<file path="config.mk">
export PLATFORM = sky130hd
export DESIGN_NAME = axi4_stream_sc_pkt_fifo_flat
export DESIGN_NICKNAME = d
export VERILOG_FILES = /design/src/rtl/axi4_stream_fifo_pkg.sv /design/src/rtl/axi4_stream_if.sv /design/src/rtl/axi4_stream_fifo_ram.sv /design/src/rtl/axi4_stream_sc_pkt_fifo.sv /design/src/flat_wrapper.sv
export SDC_FILE = /design/constraint.sdc
export NUM_CORES = 2
export LEC_CHECK = 0
export CAP_MARGIN = 10
export CORE_MARGIN = 1
export CORE_UTILIZATION = 46
export CTS_BUF_LIST = sky130_fd_sc_hd__clkbuf_8
export CTS_CLUSTER_DIAMETER = 80
export DETAILED_ROUTE_END_ITERATION = 12
export DONT_BUFFER_PORTS = 1
export PLACE_DENSITY = 0.65
export SYNTH_ARGS = -nofsm -noshare
export SYNTH_HDL_FRONTEND = slang
export SYNTH_HIERARCHICAL = 1
export SYNTH_SLANG_ARGS = --single-unit
export TNS_END_PERCENT = 1
</file>
<file path="constraint.sdc">
create_clock -name clk_i -period 8.65 [get_ports clk_i]
set_input_delay 0.4325 -clock clk_i [delete_from_list [all_inputs] [get_ports clk_i]]
set_output_delay 0.4325 -clock clk_i [all_outputs]
set_load 0.03 [all_outputs]
</file>
<file path="src/rtl/axi4_stream_fifo_pkg.sv">
// Shared types and helpers for the single-clock AXI4-Stream FIFO family.
//   wr_state_t  : write-side FSM (pass beats / discard rest of an overflowed packet)
//   beat_width  : packed width of one stored beat
//                 (data, strb, keep, last, user, dest, id)
package axi4_stream_fifo_pkg;

  typedef enum logic [0:0] {
    WR_PASS = 1'b0,
    WR_DROP = 1'b1
  } wr_state_t;

  // Width of one beat as stored in RAM. The matching beat_t struct is declared
  // in each user module from its own parameters. This function keeps the RAM
  // width in one place.
  function automatic int beat_width(int data_w, int user_w, int dest_w, int id_w);
    return data_w + 2 * (data_w / 8) + 1 + user_w + dest_w + id_w;
  endfunction

endpackage

</file>
<file path="src/rtl/axi4_stream_if.sv">
// AXI4-Stream bundle.
//   master modport : drives tvalid/payload, samples tready
//   slave modport  : samples tvalid/payload, drives tready
interface axi4_stream_if #(
  parameter int DATA_WIDTH = 32,
  parameter int USER_WIDTH = 1,
  parameter int DEST_WIDTH = 1,
  parameter int ID_WIDTH   = 1
);
  logic                    tvalid;
  logic                    tready;
  logic [DATA_WIDTH-1:0]   tdata;
  logic [DATA_WIDTH/8-1:0] tstrb;
  logic [DATA_WIDTH/8-1:0] tkeep;
  logic                    tlast;
  logic [USER_WIDTH-1:0]   tuser;
  logic [DEST_WIDTH-1:0]   tdest;
  logic [ID_WIDTH-1:0]     tid;

  modport master (output tvalid, tdata, tstrb, tkeep, tlast, tuser, tdest, tid,
                  input  tready);
  modport slave  (input  tvalid, tdata, tstrb, tkeep, tlast, tuser, tdest, tid,
                  output tready);
endinterface

</file>
<file path="src/rtl/axi4_stream_fifo_ram.sv">
// Simple dual-port RAM with a registered read port.
//   clk          : clock
//   we/waddr/wdata : write port
//   re/raddr     : read request. rdata updates one clock later and holds
//                  while re=0.
module axi4_stream_fifo_ram
  import axi4_stream_fifo_pkg::*;
#(
  parameter  int WIDTH = 8,
  parameter  int DEPTH = 16,
  localparam int AW    = $clog2(DEPTH)
) (
  input  logic             clk,
  input  logic             we,
  input  logic [AW-1:0]    waddr,
  input  logic [WIDTH-1:0] wdata,
  input  logic             re,
  input  logic [AW-1:0]    raddr,
  output logic [WIDTH-1:0] rdata
);
  logic [WIDTH-1:0] mem [DEPTH];

  always_ff @(posedge clk) begin
    if (we) mem[waddr] <= wdata;
    if (re) rdata <= mem[raddr];
  end
endmodule

</file>
<file path="src/rtl/axi4_stream_sc_pkt_fifo.sv">
// Single-clock AXI4-Stream FIFO with optional store-and-forward packet mode.
//   clk_i, rst_i  : clock and synchronous active-high reset
//   used_words_o  : beats held, including uncommitted beats and the output stage
//   pkts_amount_o : complete (tlast-terminated) packets held
//   full_o/empty_o: used_words_o == WORDS_AMOUNT / == 0
//   drop_o        : one pulse per dropped beat (word mode) or per dropped packet
//   slave_if      : input stream
//   master_if     : output stream
module axi4_stream_sc_pkt_fifo
  import axi4_stream_fifo_pkg::*;
#(
  parameter  int WORDS_AMOUNT             = 64,
  parameter  bit PKT_MODE                 = 1,
  parameter  bit ALLOW_SLAVE_BACKPRESSURE = 1,
  parameter  int DATA_WIDTH               = 32,
  parameter  int DEST_WIDTH               = 1,
  parameter  int USER_WIDTH               = 1,
  parameter  int ID_WIDTH                 = 1,
  localparam int ADDR_WIDTH               = $clog2(WORDS_AMOUNT)
) (
  input  logic                clk_i,
  input  logic                rst_i,
  output logic [ADDR_WIDTH:0] used_words_o,
  output logic [ADDR_WIDTH:0] pkts_amount_o,
  output logic                full_o,
  output logic                empty_o,
  output logic                drop_o,
  axi4_stream_if.slave        slave_if,
  axi4_stream_if.master       master_if
);
  typedef struct packed {
    logic [DATA_WIDTH-1:0]   data;
    logic [DATA_WIDTH/8-1:0] strb;
    logic [DATA_WIDTH/8-1:0] keep;
    logic                    last;
    logic [USER_WIDTH-1:0]   user;
    logic [DEST_WIDTH-1:0]   dest;
    logic [ID_WIDTH-1:0]     id;
  } beat_t;

  localparam int BEAT_W = beat_width(DATA_WIDTH, USER_WIDTH, DEST_WIDTH, ID_WIDTH);

  wr_state_t           wr_state;
  logic [ADDR_WIDTH:0] wr_ptr, commit_ptr, rd_ptr, used, pkts, rb_words;
  logic                out_valid;
  logic                s_hs, store, ovf, rollback, big_pkt, rd_en, m_hs;
  beat_t               wr_beat, rd_beat;
  logic [BEAT_W-1:0]   rd_raw;

  // used never exceeds WORDS_AMOUNT, so its MSB alone flags full
  assign full_o        = used[ADDR_WIDTH];
  assign empty_o       = (used == '0);
  assign used_words_o  = used;
  assign pkts_amount_o = pkts;

  // Full with no complete packet held: the packet cannot fit, so accept and
  // discard the rest of it instead of stalling forever.
  assign big_pkt = PKT_MODE && (pkts == '0);

  assign slave_if.tready = !rst_i && (wr_state == WR_DROP || !ALLOW_SLAVE_BACKPRESSURE ||
                                      !full_o || big_pkt);

  assign s_hs     = slave_if.tvalid && slave_if.tready;
  assign store    = s_hs && (wr_state == WR_PASS) && !full_o;
  assign ovf      = s_hs && (wr_state == WR_PASS) && full_o;
  assign rollback = ovf && PKT_MODE;
  assign rb_words = rollback ? (wr_ptr - commit_ptr) : '0;

  assign drop_o = (ovf && (!PKT_MODE || slave_if.tlast)) ||
                  (s_hs && (wr_state == WR_DROP) && slave_if.tlast);

  assign wr_beat = '{data: slave_if.tdata, strb: slave_if.tstrb, keep: slave_if.tkeep,
                     last: slave_if.tlast, user: slave_if.tuser, dest: slave_if.tdest,
                     id: slave_if.tid};

  // The RAM read register is the output stage. A new read is issued only
  // when that stage is empty or being drained, so the payload holds under
  // backpressure. Reading ahead on every handshake gives one beat per clock.
  assign m_hs  = out_valid && master_if.tready;
  assign rd_en = (rd_ptr != commit_ptr) && (!out_valid || master_if.tready);

  axi4_stream_fifo_ram #(.WIDTH(BEAT_W), .DEPTH(WORDS_AMOUNT)) u_ram (
    .clk   (clk_i),
    .we    (store),
    .waddr (wr_ptr[ADDR_WIDTH-1:0]),
    .wdata (wr_beat),
    .re    (rd_en),
    .raddr (rd_ptr[ADDR_WIDTH-1:0]),
    .rdata (rd_raw)
  );

  assign rd_beat          = rd_raw;
  assign master_if.tvalid = out_valid;
  assign master_if.tdata  = rd_beat.data;
  assign master_if.tstrb  = rd_beat.strb;
  assign master_if.tkeep  = rd_beat.keep;
  assign master_if.tlast  = rd_beat.last;
  assign master_if.tuser  = rd_beat.user;
  assign master_if.tdest  = rd_beat.dest;
  assign master_if.tid    = rd_beat.id;

  always_ff @(posedge clk_i) begin
    if (rst_i) begin
      wr_state   <= WR_PASS;
      wr_ptr     <= '0;
      commit_ptr <= '0;
      rd_ptr     <= '0;
      used       <= '0;
      pkts       <= '0;
      out_valid  <= 1'b0;
    end else begin
      if (store) begin
        wr_ptr <= wr_ptr + 1'b1;
        // The read side only ever sees commit_ptr. Packet mode publishes a
        // whole packet at its tlast.
        if (!PKT_MODE || slave_if.tlast) commit_ptr <= wr_ptr + 1'b1;
      end else if (rollback) begin
        wr_ptr <= commit_ptr;
      end

      if (rd_en) rd_ptr <= rd_ptr + 1'b1;

      if (rd_en)     out_valid <= 1'b1;
      else if (m_hs) out_valid <= 1'b0;

      used <= used + {{ADDR_WIDTH{1'b0}}, store} - {{ADDR_WIDTH{1'b0}}, m_hs} - rb_words;
      pkts <= pkts + {{ADDR_WIDTH{1'b0}}, store && slave_if.tlast}
                   - {{ADDR_WIDTH{1'b0}}, m_hs && rd_beat.last};

      case (wr_state)
        WR_PASS: if (rollback && !slave_if.tlast) wr_state <= WR_DROP;
        WR_DROP: if (s_hs && slave_if.tlast)      wr_state <= WR_PASS;
        default:                                  wr_state <= WR_PASS;
      endcase
    end
  end
endmodule

</file>
<file path="src/flat_wrapper.sv">
// flat-port wrapper written by rule: the top's interface ports become plain ports
module axi4_stream_sc_pkt_fifo_flat import axi4_stream_fifo_pkg::*;
#(
  parameter  int WORDS_AMOUNT             = 64,
  parameter  bit PKT_MODE                 = 1,
  parameter  bit ALLOW_SLAVE_BACKPRESSURE = 1,
  parameter  int DATA_WIDTH               = 32,
  parameter  int DEST_WIDTH               = 1,
  parameter  int USER_WIDTH               = 1,
  parameter  int ID_WIDTH                 = 1,
  localparam int ADDR_WIDTH               = $clog2(WORDS_AMOUNT)
)
  (clk_i, rst_i, used_words_o, pkts_amount_o, full_o, empty_o, drop_o, slave_if_tvalid, slave_if_tdata, slave_if_tstrb, slave_if_tkeep, slave_if_tlast, slave_if_tuser, slave_if_tdest, slave_if_tid, slave_if_tready, master_if_tvalid, master_if_tdata, master_if_tstrb, master_if_tkeep, master_if_tlast, master_if_tuser, master_if_tdest, master_if_tid, master_if_tready);
  axi4_stream_if #(.DATA_WIDTH(DATA_WIDTH), .USER_WIDTH(USER_WIDTH), .DEST_WIDTH(DEST_WIDTH), .ID_WIDTH(ID_WIDTH)) slave_if_i ();
  axi4_stream_if #(.DATA_WIDTH(DATA_WIDTH), .USER_WIDTH(USER_WIDTH), .DEST_WIDTH(DEST_WIDTH), .ID_WIDTH(ID_WIDTH)) master_if_i ();
  input  logic clk_i;
  input  logic rst_i;
  output logic [ADDR_WIDTH:0] used_words_o;
  output logic [ADDR_WIDTH:0] pkts_amount_o;
  output logic full_o;
  output logic empty_o;
  output logic drop_o;
  input wire logic [$bits(slave_if_i.tvalid)-1:0] slave_if_tvalid;
  input wire logic [$bits(slave_if_i.tdata)-1:0] slave_if_tdata;
  input wire logic [$bits(slave_if_i.tstrb)-1:0] slave_if_tstrb;
  input wire logic [$bits(slave_if_i.tkeep)-1:0] slave_if_tkeep;
  input wire logic [$bits(slave_if_i.tlast)-1:0] slave_if_tlast;
  input wire logic [$bits(slave_if_i.tuser)-1:0] slave_if_tuser;
  input wire logic [$bits(slave_if_i.tdest)-1:0] slave_if_tdest;
  input wire logic [$bits(slave_if_i.tid)-1:0] slave_if_tid;
  output wire logic [$bits(slave_if_i.tready)-1:0] slave_if_tready;
  output wire logic [$bits(master_if_i.tvalid)-1:0] master_if_tvalid;
  output wire logic [$bits(master_if_i.tdata)-1:0] master_if_tdata;
  output wire logic [$bits(master_if_i.tstrb)-1:0] master_if_tstrb;
  output wire logic [$bits(master_if_i.tkeep)-1:0] master_if_tkeep;
  output wire logic [$bits(master_if_i.tlast)-1:0] master_if_tlast;
  output wire logic [$bits(master_if_i.tuser)-1:0] master_if_tuser;
  output wire logic [$bits(master_if_i.tdest)-1:0] master_if_tdest;
  output wire logic [$bits(master_if_i.tid)-1:0] master_if_tid;
  input wire logic [$bits(master_if_i.tready)-1:0] master_if_tready;
  assign slave_if_i.tvalid = slave_if_tvalid;
  assign slave_if_i.tdata = slave_if_tdata;
  assign slave_if_i.tstrb = slave_if_tstrb;
  assign slave_if_i.tkeep = slave_if_tkeep;
  assign slave_if_i.tlast = slave_if_tlast;
  assign slave_if_i.tuser = slave_if_tuser;
  assign slave_if_i.tdest = slave_if_tdest;
  assign slave_if_i.tid = slave_if_tid;
  assign slave_if_tready = slave_if_i.tready;
  assign master_if_tvalid = master_if_i.tvalid;
  assign master_if_tdata = master_if_i.tdata;
  assign master_if_tstrb = master_if_i.tstrb;
  assign master_if_tkeep = master_if_i.tkeep;
  assign master_if_tlast = master_if_i.tlast;
  assign master_if_tuser = master_if_i.tuser;
  assign master_if_tdest = master_if_i.tdest;
  assign master_if_tid = master_if_i.tid;
  assign master_if_i.tready = master_if_tready;
  axi4_stream_sc_pkt_fifo #(.WORDS_AMOUNT(WORDS_AMOUNT), .PKT_MODE(PKT_MODE), .ALLOW_SLAVE_BACKPRESSURE(ALLOW_SLAVE_BACKPRESSURE), .DATA_WIDTH(DATA_WIDTH), .DEST_WIDTH(DEST_WIDTH), .USER_WIDTH(USER_WIDTH), .ID_WIDTH(ID_WIDTH)) u_core (.clk_i(clk_i), .rst_i(rst_i), .used_words_o(used_words_o), .pkts_amount_o(pkts_amount_o), .full_o(full_o), .empty_o(empty_o), .drop_o(drop_o), .slave_if(slave_if_i), .master_if(master_if_i));
endmodule
</file>
==> run summary <==
Die width: 492 um
Post-synthesis cell area: 110,000 um2
Worst skew pair latency: 1.11 ns
Worst clock skew: 0.0662 ns
Count leader, synth: edfxtp_1
Psw: 8.05 mW
Asr flop ratio synth: 0%
DRC Markers: 18
Setup_tns: 0 ns
WP data arrival: 5.31 ns
Hold Slack: 0.227 ns
I/O pin cnt: 111
TritonRoute pass-1 iters: 9
Routed Antenna Nets: 0
CP delay by family, top: simple AND/OR/NAND/NOR gates
Area leader, netlist: edfxtp_1
Hold worst-path end: u_core/master_if.tvalid
Sw Share: 25.9%
Clk sinks: 2,897
Core area: 238,000 um2
Starting Density: 46.3%
GRT Residual Overflow: 0
Max stage delay cell, worst path: nor2_4
RR Startpoint: u_core/wr_state
Layout cell share with drive strength beyond 1: 26.9%
Largest net degree at the start of global routing: 104
NumNets Final: 5,347
Final Cell Area: 124,000 um2
First-pass GRT wire length: 409 mm
Worst hold start: master_if_tready
Normalized max-slew margin: 12.8%
Root Driver: clkbuf_8
Post-DP HPWL: 150 mm
CP required: 9.34 ns
Worst-Margin Slew: 1.30 ns
Setup violations, final: 0
Final WL: 288 mm
Area after DPL: 115,000 um2
Max-Cap Viols: 0
Crit-path max cell delay: 1.11 ns
Fmax achieved: 216 MHz
WP buf/inv: 4
Num CTS Buffers: 454
R2R cell count: 7
Leakage power: 38.1 nW
Status: finished with violations
Top cells by count, synth: 2,860 x edfxtp_1, 697 x mux4_2, 145 x nor2_1, 130 x clkbuf_1, 99 x o22ai_1
Port Buffer Count: 0
Post-synth cell types: 60
Post-synthesis instance total: 4,848
RR Endpoint: u_core/u_ram/mem[14][17]
P&R area growth vs syn: 12.7%
Fin crit share: 53.4%
Power per standard cell area: 250 nW/um2
Vert. Die Dim: 492 um
Number of global-route vias before repair: 55,200
Tot Pwr: 31.1 mW
Wire per inst: 32.9 um
RSZ-0062 raised after global routing: false
Main synth FF type: edfxtp_1
Clock power share: 33.5%
CTS tree: yes
Post-Syn Nets: 4,931
Overall global routing resource usage: 23.9%
DRT iter0 DRCs: 7,658
Reg2Reg Setup Slack: 4.14 ns
Worst-path maximum fanout: 23
Post-synth top area share: 77.9%
CTS H-tree depth: 5
Die area: 242,000 um2
Startpoint Class: primary input
CP Class: in -> reg
Synth Area per Inst: 22.8 um2
Worst hold stages: 3
EDFF count, synth: 2,860
Max clock buf depth: 4
Final GP Congestion: 0.796
Most used cell along the critical path: dlygate4sd3_1
Slew Viols, Final: 0
Seq pwr share: 52.1%
P_int: 23.1 mW
Initial antenna violation count: 9
VDD IR-drop max: 0.000167 V
Final Hold Vio Count: 0
Crit path cell chain: dlygate4sd3_1, dlygate4sd3_1, nor3b_2, nand2_1, inv_1, nor2b_1, nand3_1, nor2_4, buf_4
Final core utilization: 52.2%
PostCTS Resize Cnt: 0
#FFs+latches synth: 2,897
Sequential element share of the synthesized area: 78.5%
CP endpoint kind: register
Via count: 54,800
Logic pwr share: 14.4%
Worst Hold Class: in -> reg
Tmin final: 4.62 ns
Register clock-pin slew on the reported worst setup and hold paths: 0.06 ns
Syn. warnings: 6
Area contributors post-synth: edfxtp_1 78%, mux4_2 14%, dfxtp_1 0.67%
Via density: 6.25
Failing checks: DRC
Num rows: 179
-- per-layer routing --
| metal | GRT usage (%) | vias to the layer above | wire (um) |
|---|---|---|---|
| li1 | - | 21700 | - |
| met1 | 34.3 | 29400 | 114000 |
| met2 | 36.9 | 3254 | 136000 |
| met3 | 4.99 | 446 | 30600 |
| met4 | 7.18 | 8 | 7760 |
| met5 | 0 | - | 53 |
-- per-stage QoR --
step | instances | setup WS (ns)
after floorplan | 4848 | 3.77
after global placement | 7877 | 4.26
after detailed placement | 7878 | 4.23
after CTS | 8760 | 4.20
after global routing | 8766 | 3.89
final | 8769 | 4.03
-- registers in the layout (all words and copies together), names as in the netlist --
signal                   flops
u_core/commit_ptr            7
u_core/master_if.tvalid      1
u_core/pkts_amount_o         7
u_core/rd_ptr                7
u_core/u_ram/mem          2816
u_core/u_ram/rdata          44
u_core/used_words_o          7
u_core/wr_ptr                7
u_core/wr_state              1
-- layout make-up --
type | instances | area (um2)
Timing Repair Buffer | 236 | 2890
Inverter | 40 | 150
Clock inverter | 327 | 1650
Sequential cell | 2897 | 86600
Clock buffer | 460 | 6330
Fill cell | 18100 | 114000
Tap cell | 3167 | 3960
Multi-Input combinational cell | 1635 | 22700
Antenna cell | 7 | 17.5
-- tightest hold or removal path: stages --
cell	delay, ns
dlygate4sd3_1	0.58
nand2b_1	0.18
a21oi_1	0.09
-- cell usage in the layout (no fill, tap or decap), types with 63 or more instances in the layout --
cell type | synthesis | routed
a22o_1 | 70 | 70
nor2_1 | 145 | 81
mux4_2 | 697 | 697
a221oi_1 | 74 | 74
o22ai_1 | 99 | 99
buf_4 | 58 | 131
nor2_4 | 0 | 63
clkinv_1 | 0 | 125
clkbuf_8 | 0 | 460
edfxtp_1 | 2860 | 2860
inv_1 | 40 | 183
a21oi_1 | 85 | 85
mux2i_1 | 65 | 65
-- what timing repair did --
action / CTS / global route
endpoints found under the hold margin: 2853 / 0
hold buffers: 95 / 0
buffers inserted: 0 / 0
-- cell families after synthesis --
group / count (synthesis) / synth area share, %
compound gates: 483 / 3.13
xor+xnor: 26 / 0.206
fa+ha+maj: 35 / 0.431
buf+inv: 316 / 1.38
flops: 2897 / 78.5
mux: 769 / 14.9
simple gates: 322 / 1.42
-- power groups by stage --
stage	Combinational (mW)	Sequential, mW	Clock, mW
6_report	4.49	16.2	10.4
5_1_grt	4.78	16.2	11.2
4_1_cts	4.53	16.2	10.6
3_5_place_dp	4.23	16.5	0
3_3_place_gp	4.22	16.5	0
2_1_floorplan	3.34	16.3	0
-- how the worst max path moves through the flow --
stage	endpoint	startpoint	cells after the start
after floorplan	u_core/u_ram/mem[49][0]	rst_i	5
after global placement	u_core/u_ram/mem[42][30]	rst_i	7
after detailed placement	u_core/u_ram/mem[14][11]	rst_i	7
after CTS	u_core/u_ram/mem[14][17]	slave_if_tvalid	9
after global routing	u_core/u_ram/mem[14][17]	slave_if_tvalid	9
final	u_core/u_ram/mem[14][17]	slave_if_tvalid	9
No activity file was read; power rests on OpenSTA's default activity.
